$ cat src/rtl/sync_fifo_fwft.sv
// ============================================================================
// Module   : sync_fifo_fwft
// Brief    : Single-clock first-word-fall-through FIFO with count, status
//            flags, synchronous flush and sticky overflow/underflow errors.
// Revision : 1.0 - initial release
// ============================================================================
`default_nettype none

module sync_fifo_fwft #(
  parameter int DEPTH = 16,
  parameter int WIDTH = 32
) (
  input  logic                     clk,
  input  logic                     rst_n,
  input  logic                     push,
  input  logic [WIDTH-1:0]         wr_data,
  input  logic                     pop,
  output logic [WIDTH-1:0]         rd_data,
  output logic                     full,
  output logic                     almost_full,
  output logic                     empty,
  output logic                     almost_empty,
  output logic [$clog2(DEPTH):0]   count,
  input  logic                     flush,
  input  logic                     clr_err,
  output logic                     overflow,
  output logic                     underflow
);

  localparam int AW = $clog2(DEPTH);
  localparam int CW = AW + 1;

  localparam logic [CW-1:0] c_FULL  = CW'(DEPTH);
  localparam logic [CW-1:0] c_AFULL = CW'(DEPTH - 1);
  localparam logic [CW-1:0] c_ONE   = CW'(1);
  localparam logic [CW-1:0] c_ZERO  = '0;

  logic [WIDTH-1:0] r_mem [DEPTH];
  logic [AW-1:0]    r_wr_ptr;
  logic [AW-1:0]    r_rd_ptr;
  logic [CW-1:0]    r_count;
  logic             r_full;
  logic             r_almost_full;
  logic             r_empty;
  logic             r_almost_empty;
  logic             r_overflow;
  logic             r_underflow;

  logic             w_push_ok;
  logic             w_pop_ok;
  logic [CW-1:0]    w_count_next;
  logic             w_ovf_set;
  logic             w_unf_set;

  // Accept decisions use only registered flags, so no push/pop-to-flag path exists.
  assign w_push_ok = push & ~r_full;
  assign w_pop_ok  = pop  & ~r_empty;
  assign w_ovf_set = push & r_full  & ~flush;
  assign w_unf_set = pop  & r_empty & ~flush;

  always_comb begin
    w_count_next = r_count;
    if (w_push_ok && !w_pop_ok) begin
      w_count_next = r_count + 1'b1;
    end else if (w_pop_ok && !w_push_ok) begin
      w_count_next = r_count - 1'b1;
    end
  end

  // Storage is deliberately left without reset.
  always_ff @(posedge clk) begin
    if (w_push_ok && !flush) begin
      r_mem[r_wr_ptr] <= wr_data;
    end
  end

  always_ff @(posedge clk or negedge rst_n) begin
    if (!rst_n) begin
      r_wr_ptr       <= '0;
      r_rd_ptr       <= '0;
      r_count        <= '0;
      r_full         <= 1'b0;
      r_almost_full  <= 1'b0;
      r_empty        <= 1'b1;
      r_almost_empty <= 1'b0;
      r_overflow     <= 1'b0;
      r_underflow    <= 1'b0;
    end else begin
      if (flush) begin
        r_wr_ptr       <= '0;
        r_rd_ptr       <= '0;
        r_count        <= '0;
        r_full         <= 1'b0;
        r_almost_full  <= 1'b0;
        r_empty        <= 1'b1;
        r_almost_empty <= 1'b0;
      end else begin
        if (w_push_ok) begin
          r_wr_ptr <= r_wr_ptr + 1'b1;
        end
        if (w_pop_ok) begin
          r_rd_ptr <= r_rd_ptr + 1'b1;
        end
        r_count        <= w_count_next;
        r_full         <= (w_count_next == c_FULL);
        r_almost_full  <= (w_count_next == c_AFULL);
        r_empty        <= (w_count_next == c_ZERO);
        r_almost_empty <= (w_count_next == c_ONE);
      end

      // Set beats clear when both happen in the same cycle.
      if (w_ovf_set) begin
        r_overflow <= 1'b1;
      end else if (clr_err) begin
        r_overflow <= 1'b0;
      end
      if (w_unf_set) begin
        r_underflow <= 1'b1;
      end else if (clr_err) begin
        r_underflow <= 1'b0;
      end
    end
  end

  assign rd_data      = r_empty ? '0 : r_mem[r_rd_ptr];
  assign full         = r_full;
  assign almost_full  = r_almost_full;
  assign empty        = r_empty;
  assign almost_empty = r_almost_empty;
  assign count        = r_count;
  assign overflow     = r_overflow;
  assign underflow    = r_underflow;

endmodule

`default_nettype wire

$ cat config.mk
export PLATFORM = sky130hd
export DESIGN_NAME = sync_fifo_fwft
export DESIGN_NICKNAME = d
export VERILOG_FILES = /design/src/rtl/sync_fifo_fwft.sv
export SDC_FILE = /design/constraint.sdc
export NUM_CORES = 1
export LEC_CHECK = 0
export ABC_AREA = 1
export ABC_CLOCK_PERIOD_IN_PS = 3900
export BUFFER_PORTS_ARGS = -buffer_cell sky130_fd_sc_hd__clkbuf_2
export CELL_PAD_IN_SITES_DETAIL_PLACEMENT = 0
export CELL_PAD_IN_SITES_GLOBAL_PLACEMENT = 2
export CORE_ASPECT_RATIO = 0.5
export CORE_UTILIZATION = 43
export DETAILED_ROUTE_END_ITERATION = 12
export PLACE_DENSITY = 0.9
export SLEW_MARGIN = 40
export SYNTH_ARGS = -nofsm -noshare
export SYNTH_HDL_FRONTEND = slang
export SYNTH_SLANG_ARGS = --single-unit
$ cat constraint.sdc
create_clock -name clk -period 3.9 [get_ports clk]
set_clock_uncertainty 0.1 [all_clocks]
set_input_delay 0 -clock clk [delete_from_list [all_inputs] [get_ports clk]]
set_output_delay 0 -clock clk [all_outputs]
set_load 0.005 [all_outputs]
==> impl_metrics.json <==
{
  "crit_fanout": 86,
  "seq_power_share_pct": 52.2,
  "synth.distinct_cells": 25,
  "vias": 13600,
  "leakage_uw": 0.00816,
  "p_per_area_nw_per_um2": 498,
  "postSynthCellCount": 1681,
  "whs_path_depth": 3,
  "hold_viol_final": 0,
  "drive_above_1_share_pct": 11.6,
  "grt_max_degree": 162,
  "htree_levels": 2,
  "dp_hpwl_mm": 28.9,
  "root_buffer": "clkbuf_16",
  "clock_sinks": 531,
  "grt_pass1_wl_mm": 79.8,
  "r2r-start": "full",
  "antenna_found_initial": 0,
  "viasPerCell": 5.53,
  "cp-endpoint": "rd_data[3]",
  "avgSynthCellArea_um2": 12.7,
  "yosysWarnings": 0,
  "ff_latch_area_um2": 15900,
  "port-buffer-count": 80,
  "setup_tns_ns": 0,
  "power_uw": 12200,
  "overflow": 0,
  "fill_cells": 4104,
  "worst-setup-path-type": "reg -> out",
  "drt_iter0_drc": 1439,
  "finalNetCount": 1826,
  "cts_buffers": 48,
  "clock_latency_ns": 0.58,
  "swShare_pct": 24.6,
  "rsz0062_at_grt": "false",
  "initial_utilization_pct": 43.7,
  "multi_input_area_um2": 4880,
  "endpoint_kind": "output pin",
  "coreArea_um2": 48700,
  "cp-startpoint": "r_rd_ptr[0]",
  "post-route-period-util_pct": 80.1,
  "drc": 0,
  "grt_pass1_vias": 13200,
  "cts.reportedPaths.clkPinSlew_ns": 0.07,
  "drtPass1Iterations": 5,
  "clock.fmax_mhz": 320,
  "critical_path_required_ns": 3.80,
  "place.gp.congestion": 0.770,
  "die_h_um": 159,
  "dieWidth_um": 317,
  "diodes": 0,
  "p_switching_uw": 2990,
  "critPathArrivalTime_ns": 3.02,
  "routedWlPerCell_um": 21.2,
  "ys_seq_elements": 531,
  "row_count": 57,
  "combPwrFrac_pct": 10.7,
  "crit_path_start_kind": "register",
  "hp-class": "in -> reg",
  "synth_nets": 1726,
  "clkPwrFrac_pct": 37.1,
  "finalMaxSlewViolations": 0,
  "worst_pin_slew_ns": 0.828,
  "r2r_cells": 6,
  "io_pins": 81,
  "setup-violations-final": 0,
  "drt.antenna.violating_nets": 0,
  "ir_worst_vdd_mv": 0.320,
  "syn_area_um2": 21300,
  "die_area_um2": 50500,
  "period_needed_ns": 3.12,
  "status": "finished clean",
  "maxCapViolations": 0,
  "grt_usage_pct": 20.9,
  "max_slew_margin_pct": 44.8,
  "wirelength_mm": 52.2,
  "timing.rr.end": "r_mem[1][0]",
  "yosysSeqAreaShare_pct": 74.4,
  "clockBufferDepth": 3,
  "layout_common_cells": "edfxtp_1, nor2_1, o21ai_0, o21ai_1, nand3_1",
  "ff2ff_setup_slack_ns": 1.12,
  "synthToLayoutAreaGrowth_pct": 14.5,
  "p_int_uw": 9160,
  "cts_tree": "yes",
  "final_common_cell": "edfxtp_1"
}
-- per-layer routing --
layer,vias up,track usage [%],wire [um]
li1,6320,-,-
met2,439,32.4,24400
met1,6810,31.4,23700
met4,0,4.02,605
met3,54,3.26,3390
met5,-,0,0
-- cells by family (layout without fill, tap and decap cells) --
group	after synthesis	count (layout)	synth area share, %
buf+inv	136	270	3.24
simple gates	609	609	11.4
flops	531	531	74.4
fa+ha+maj	7	7	0.411
compound gates	398	398	10.5
-- critical path: stages (launching register included) --
cell and delay (ns):
dfrtp_4 0.61, inv_6 0.55, buf_12 0.26, nor2_1 0.05, o211ai_1 0.28, nand3_1 0.20, a21oi_1 0.25, clkbuf_2 0.15
-- power groups by stage --
| stage | Sequential [uW] | Combinational [uW] | Clock [uW] |
|---|---|---|---|
| 2_1_floorplan | 6460 | 818 | 0 |
| 3_3_place_gp | 6470 | 1250 | 0 |
| 3_5_place_dp | 6470 | 1260 | 0 |
| 4_1_cts | 6350 | 1300 | 4570 |
| 5_1_grt | 6350 | 1440 | 4810 |
| 6_report | 6350 | 1290 | 4510 |
-- flip-flops by register name, summed over array words and instances (netlist names), 4 cells and up --
signal    cells
r_rd_ptr      4
r_mem       512
r_wr_ptr      4
count         5
-- through the flow --
| stage | worst slack, ns | instances | util (%) | area (um2) | hold slack [ns] |
|---|---|---|---|---|---|
| 6_report | 0.777 | 2464 | 50.1 | 24400 | 0.225 |
| 5_1_grt | 0.669 | 2464 | 50.1 | 24400 | 0.242 |
| 3_5_place_dp | 1.17 | 2339 | 46.2 | 22500 | -0.113 |
| 3_3_place_gp | 1.20 | 2337 | 46.1 | 22500 | -0.107 |
| 4_1_cts | 0.808 | 2464 | 50.1 | 24400 | 0.207 |
| 2_1_floorplan | 1.09 | 1681 | - | 21300 | -0.396 |
-- timing repair --
| item | in CTS | in global routing |
|---|---|---|
| hold endpoints to repair | 549 | 0 |
| buffers inserted | 0 | 0 |
| gates resized for setup | 0 | 0 |
| hold buffers | 41 | 0 |
-- worst min-delay path by stage --
stage | from | end | slack [ns]
after floorplan | rst_n | almost_empty | -0.40
after global placement | rst_n | almost_full | -0.11
after detailed placement | rst_n | almost_full | -0.11
after CTS | flush | count[2] | 0.21
after global routing | flush | r_rd_ptr[1] | 0.24
final | flush | count[2] | 0.23
-- final cells by class --
type	count	area share, %
clock inverters	28	0.877
flip-flops and latches	531	65.0
repair buffers	160	5.20
clock buffers	56	5.13
multi-input cells	1014	20.0
inverters	26	0.426
well taps	649	3.33
-- synth_stat cells --
| library cell | count | area, um2 |
|---|---|---|
| edfxtp_1 | 512 | 15400 |
| nor2_1 | 453 | 1700 |
| o21ai_0 | 153 | 766 |
| o21ai_1 | 108 | 541 |
| nand3_1 | 101 | 505 |
| o211ai_1 | 96 | 721 |
| clkbuf_1 | 58 | 218 |
| nand2_1 | 49 | 184 |
| a21oi_1 | 37 | 185 |
| inv_1 | 24 | 90.1 |
| buf_2 | 20 | 100 |
| buf_6 | 19 | 214 |
| dfrtp_1 | 18 | 450 |
| buf_1 | 10 | 37.5 |
| ha_1 | 7 | 87.6 |
| buf_4 | 3 | 22.5 |
| nand4_1 | 3 | 18.8 |
| inv_2 | 2 | 7.51 |
| o32ai_1 | 2 | 17.5 |
| a211oi_1 | 1 | 7.51 |
| a22o_1 | 1 | 8.76 |
| dfstp_2 | 1 | 26.3 |
| nand3b_1 | 1 | 7.51 |
| nor3_1 | 1 | 5.00 |
| nor4_1 | 1 | 6.26 |
No activity file was read; power rests on OpenSTA's default activity.
